[src/rtl/fetch_queue.sv]
// Instruction buffer between fetch and decode: circular FIFO of {instr, pc, pc_4}
// tuples with valid/ready on both sides and a whole-queue mispredict flush.
module fetch_queue #(
  parameter int DEPTH = 4,
  parameter int XLEN  = 32
) (
  input  logic                     clk,
  input  logic                     reset,
  input  logic                     flush,
  input  logic                     in_valid,
  input  logic [XLEN-1:0]          in_instr,
  input  logic [XLEN-1:0]          in_pc,
  input  logic [XLEN-1:0]          in_pc_4,
  output logic                     in_ready,
  output logic                     out_valid,
  output logic [XLEN-1:0]          out_instr,
  output logic [XLEN-1:0]          out_pc,
  output logic [XLEN-1:0]          out_pc_4,
  input  logic                     out_ready,
  output logic [$clog2(DEPTH):0]   count
);

  localparam int PTR_W = $clog2(DEPTH);
  localparam int CNT_W = PTR_W + 1;
  localparam int ENT_W = 3 * XLEN;

  logic [ENT_W-1:0] mem_q [DEPTH];
  logic [ENT_W-1:0] mem_d [DEPTH];
  logic [PTR_W-1:0] wr_ptr_q, wr_ptr_d;
  logic [PTR_W-1:0] rd_ptr_q, rd_ptr_d;
  logic [CNT_W-1:0] count_q, count_d;
  logic             push, pop, empty;
  logic [ENT_W-1:0] head;

  assign empty     = (count_q == '0);
  // in_ready deliberately ignores out_ready: one bubble when full, no comb path
  assign in_ready  = (count_q < CNT_W'(DEPTH)) && !flush;
  assign out_valid = !empty && !flush;
  assign push      = in_valid && in_ready;
  assign pop       = out_valid && out_ready;

  assign head      = mem_q[rd_ptr_q];
  assign out_instr = empty ? '0 : head[ENT_W-1 -: XLEN];
  assign out_pc    = empty ? '0 : head[2*XLEN-1 -: XLEN];
  assign out_pc_4  = empty ? '0 : head[XLEN-1:0];
  assign count     = count_q;

  always_comb begin
    mem_d    = mem_q;
    wr_ptr_d = wr_ptr_q;
    rd_ptr_d = rd_ptr_q;
    count_d  = count_q;
    if (flush) begin
      wr_ptr_d = '0;
      rd_ptr_d = '0;
      count_d  = '0;
    end else begin
      if (push) begin
        mem_d[wr_ptr_q] = {in_instr, in_pc, in_pc_4};
        wr_ptr_d        = wr_ptr_q + PTR_W'(1);
      end
      if (pop) rd_ptr_d = rd_ptr_q + PTR_W'(1);
      unique case ({push, pop})
        2'b10:   count_d = count_q + CNT_W'(1);
        2'b01:   count_d = count_q - CNT_W'(1);
        default: count_d = count_q;
      endcase
    end
  end

  always_ff @(posedge clk) begin
    if (!reset) begin
      wr_ptr_q <= '0;
      rd_ptr_q <= '0;
      count_q  <= '0;
    end else begin
      wr_ptr_q <= wr_ptr_d;
      rd_ptr_q <= rd_ptr_d;
      count_q  <= count_d;
    end
  end

  // Storage contents are don't-care after reset, so no reset term here.
  always_ff @(posedge clk) begin
    mem_q <= mem_d;
  end

`ifndef SYNTHESIS
  a_count_max: assert property (@(posedge clk) disable iff (!reset)
    count_q <= CNT_W'(DEPTH));
  a_no_pop_empty: assert property (@(posedge clk) disable iff (!reset)
    !(pop && empty));
  a_out_stable: assert property (@(posedge clk) disable iff (!reset)
    (out_valid && !out_ready && !flush) |=>
      ($stable(out_instr) && $stable(out_pc) && $stable(out_pc_4)));
`endif

endmodule

[config.mk]
export PLATFORM = sky130hd
export DESIGN_NAME = fetch_queue
export DESIGN_NICKNAME = d
export VERILOG_FILES = /design/src/rtl/fetch_queue.sv
export SDC_FILE = /design/constraint.sdc
export NUM_CORES = 1
export LEC_CHECK = 0
export BUFFER_PORTS_ARGS = -buffer_cell sky130_fd_sc_hd__buf_2
export CORE_MARGIN = 5
export CORE_UTILIZATION = 55
export DETAILED_ROUTE_END_ITERATION = 10
export PLACE_DENSITY = 0.85
export SLEW_MARGIN = 0
export SYNTH_ARGS = -nofsm -noshare
export SYNTH_HDL_FRONTEND = slang
export SYNTH_SLANG_ARGS = --single-unit
[constraint.sdc]
create_clock -name clk -period 7.4 [get_ports clk]
set_clock_uncertainty 0.15 [all_clocks]
set_input_delay 0.37 -clock clk [delete_from_list [all_inputs] [get_ports clk]]
set_output_delay 0.37 -clock clk [all_outputs]
set_load 0.01 [all_outputs]
### Word level (Yosys, flattened, before mapping)

Index checks and enable logic that the tools add are counted.

* flip-flop bits (word level): 391

* add/sub/neg operators: 4
* magnitude comparators: 4
* eq/ne operators: 2
* mux-type cells: 10
* bitwise logic cells: 4
* reductions and logical operators: 11

Operators by type and width (number)
* bitwise mux 384 bit: 1
* 2-to-1 mux 96 bit: 3
* binary-select mux 96 bit (select 2 bit): 1
* demux 96 bit (select 2 bit): 1
* 2-to-1 mux 32 bit: 3
* greater-or-equal comparator 3 bit (second input constant): 2
* NOT 2 -> 3 bit: 2
* one-hot mux 3 bit (2 select lines): 1
* logical AND 1 bit: 5
* adder 2 x 1 -> 2 bit (second input constant): 2
* adder 3 x 1 -> 3 bit (second input constant): 1
* zero test 3 bit: 1
* less-than comparator 3 x 1 -> 1 bit (second input constant): 1
* less-than comparator 3 bit (second input constant): 1
* subtractor 3 x 1 -> 3 bit (second input constant): 1
* == test 2 x 1 -> 1 bit (second input constant): 1
* == test 2 bit (second input constant): 1
* zero test 1 bit: 2
* NOT 1 bit: 2
* AND reduction 2 bit: 1
* nonzero test 2 bit: 1
* OR reduction 2 bit: 1

### Longest topological paths before layout

* depth after elaboration: 6
* gate-level depth with buffers: 8
* mapped depth without buffers: 8

### Worst setup path before layout

Ideal clock, no wire load.

* path kind: flip-flop to flip-flop
* start point: register count_q[2], in the netlist count[2]
* end point: register mem_q[0] (netlist bit), enable pin
* library setup time: 0.466 ns
* data arrival time: 3.054 ns
* data required time: 6.784 ns
* slack: 3.731 ns
* stages on the path, launching flop included: 3
* period minus slack after synthesis: 3.669 ns
* path through: dfxtp_1 nor3b_2 and2_1

* longest elaborated chain between the ends: 4

Ends and longest elaborated chain
* from (decl): RTL line 31 `logic [CNT_W-1:0] count_q, count_d;`
* from (signal assigned): RTL line 79 `count_q <= count_d;`
* less-than comparator 3 bit: RTL line 37 `assign in_ready = (count_q < CNT_W'(DEPTH)) && !flush;`
* logical AND 1 bit: RTL line 37
* logical AND 1 bit: RTL line 39 `assign push = in_valid && in_ready;`
* AND reduction 2 bit (no line)
* to (signal assigned): RTL line 85 `mem_q <= mem_d;`
* to (decl): RTL line 27 `logic [ENT_W-1:0] mem_q [DEPTH];`

Every way passes these cells.
A chain may end at the register's enable or synchronous reset.

### Final worst setup path

* start point: register rd_ptr_q[0]
* end point: output port out_instr[12]

* longest elaborated chain between the ends: 5

Ends and longest elaborated chain
* from (decl): RTL line 30 `logic [PTR_W-1:0] rd_ptr_q, rd_ptr_d;`
* from (signal assigned): RTL line 78 `rd_ptr_q <= rd_ptr_d;`
* NOT 2 -> 3 bit (not written as such): RTL line 42 `assign head = mem_q[rd_ptr_q];`
* binary-select mux 96 bit (select 2 bit): RTL line 42
* 2-to-1 mux 96 bit (not written as such) (2 in a row): RTL line 42
* 2-to-1 mux 32 bit: RTL line 43 `assign out_instr = empty ? '0 : head[ENT_W-1 -: XLEN];`
* to (decl): RTL line 16 `output logic [XLEN-1:0] out_instr,`

Every way passes these cells. The select of a mux whose other input is x is not followed.

==> results.cfg <==
[floorplan]
die_h_um = 175
coreArea_um2 = 26800
start_util_pct = 55.6
dieArea_um2 = 30500
rows = 60
io_pins = 202
die_x_um = 175

[detailed_routing]
drt_iter0_markers = 653
final_antenna_net_count = 0
drcViolationCount = 0
vias_per_cell = 5.60
drt_wl_total_um = 30300
via_count = 7496
wl_per_cell_um = 22.6
dr.pass1.iters = 5

[power_and_ir_drop]
power_density_nw_per_um2 = 250
ir_drop_v = 0.000241
p_leak_nw = 6.30

[synth]
synth_cell_types = 24
ys_ff_latch = 391
synthesis.nets = 764
syn_avg_cell_area_um2 = 22.7
synth_cells = 657
syn_area_um2 = 14900
yosysWarnings = 0
seq_area_frac_synth_pct = 78.3
synth_largest_area_cell = edfxtp_1
synth_area_leaders = edfxtp_1 77%, mux4_2 15%, nor2b_1 4.0%, dfxtp_1 0.94%, buf_2 0.44%
synth_top_area_share_pct = 77.4

[placement]
dp_hpwl_um = 16200
io_buffer_count = 201
dpl.cell_count = 1175
gp_congestion = 0.718
postPlaceCellArea_um2 = 16200

[layout]
final_cells = 1339
final_cell_mix = 384 x edfxtp_1, 201 x buf_2, 96 x mux4_2, 96 x nor2b_1, 96 x dlygate4sd3_1
fillers = 1599
final_common_cell = edfxtp_1
fin_area_um2 = 18500
area_growth_pct = 23.9
nets = 1078
drive_above_1_share_pct = 36.8

[setup_path]
reg2regPathDepth = 3
crit_arrival_ps = 3480
reg2reg_to = mem_q[209]
required_ps = 6880
r2r_setup_slack_ps = 4480
criticalPathCategory = reg -> out
worstSetupEndpointType = primary output
startpoint_type = flop
r2r-start = count[2]
path_max_fanout = 50

[run]
max_cap_violations = 0

[clock_network]
path_clk_slew_ps = 60
clock_sinks = 391
clk_path_buf_depth = 3
cts_root_buf = clkbuf_16
cts_max_level = 2
cts_buffers = 39
post_cts_buffers = 0
cts_tree = yes
clk_latency_ps = 510

[hold_path]
whs_path_depth = 4
min_from = out_ready
hold_end = rd_ptr_q[1]
hold_class = in -> reg

[timing]
worstMarginPinSlew_ps = 1150
final_hold_viol_count = 0
fmax_mhz = 250
slew_viol_final = 0
period_minus_slack_ps = 4000
rsz0062_at_grt = no
final-setup-viol-count = 0
fin_hold_ws_ps = 83.6
tns_ps = 0
max_slew_margin_pct = 23.1
fin_crit_sh_pct = 54.0

[global_routing]
grt_pass1_wl_um = 47800
first_global_vias = 8250
track_usage_pct = 20.2
gr-total-overflow = 0
antenna_found_initial = 1
grt_max_degree = 76

[run_status]
status = complete, no violations
## stage by stage
step	util, %	setup WS, ps	power [mW]
6_report	68.9	3400	4.62
4_1_cts	68.9	3270	4.66
2_1_floorplan	-	3730	2.60
3_5_place_dp	60.6	3810	2.69
3_3_place_gp	60.6	3850	2.68
5_1_grt	68.9	3000	4.78
## worst max-delay path, stage by stage (launching register included)
cell,delay (ps)
dfxtp_4,990
buf_4,890
mux4_2,640
nor2b_1,170
buf_2,190
## how the worst max path moves through the flow
stage | start | to
6_report | rd_ptr_q[0] | out_instr[12]
5_1_grt | rd_ptr_q[0] | out_instr[12]
4_1_cts | rd_ptr_q[0] | out_instr[12]
3_5_place_dp | rd_ptr_q[0] | out_instr[12]
3_3_place_gp | rd_ptr_q[0] | out_pc_4[10]
2_1_floorplan | count[2] | mem_q[0]
## metal layers
layer | vias up | share of wire (%) | wire (um) | track usage (%)
met2 | 294 | 52 | 15900 | 35.0
met4 | 0 | 2.0 | 607 | 4.65
met1 | 3855 | 38 | 11500 | 26.0
li1 | 3299 | - | - | -
met5 | - | 0 | 0 | 0
met3 | 48 | 7.5 | 2260 | 5.60
## cells by family (layout without fill, tap and decap cells)
kind of cell | Yosys count | after routing | share of synthesized area (%)
flip-flops | 391 | 391 | 78.3
AND/OR/NAND/NOR | 115 | 115 | 4.77
multiplexers | 97 | 97 | 14.6
buffers and inverters | 38 | 378 | 1.29
adder cells (fa/ha/maj) | 6 | 6 | 0.554
AO/OA/AOI/OAI | 6 | 6 | 0.218
XOR/XNOR | 4 | 4 | 0.235
other | 0 | 1 | 0
## cell usage after synthesis, drive strengths merged
cell and number:
a21oi 3, and2 4, buf 18, clkbuf 14, dfxtp 7, edfxtp 384, fa 1, ha 5
inv 6, mux2i 1, mux4 96, nand2 1, nand2b 1, nor2 9, nor2b 96, nor3 1
nor3b 1, o21ai 2, o31ai 1, or3 2, xnor2 1, xor2 3
## state kept, by name (all words and copies together), names as in the netlist
name      flops
mem_q       384
count         3
rd_ptr_q      2
wr_ptr_q      2
## power breakdown
part / leakage [nW] / internal (mW) / total, mW / switching (mW)
Sequential: 3.55 / 2.47 / 2.48 / 0.0105
Combinational: 2.14 / 0.106 / 0.207 / 0.101
Clock: 0.617 / 1.17 / 1.94 / 0.768
## timing repair
| action | in CTS | in global routing |
|---|---|---|
| hold buffers | 96 | 0 |
| gates resized for setup | 0 | 0 |
| endpoints found under the hold margin | 384 | 0 |
## cell type report
type | instances | area, um2 | share of cell area (%)
clock inverters | 24 | 269 | 1.46
inverters | 6 | 22.5 | 0.122
multi-input cells | 228 | 3040 | 16.5
well taps | 341 | 427 | 2.31
diodes | 1 | 2.50 | 0.0136
repair buffers | 305 | 2030 | 11.0
flip-flops and latches | 391 | 11700 | 63.3
clock buffers | 43 | 991 | 5.37
(Power assumes the default switching activity.)
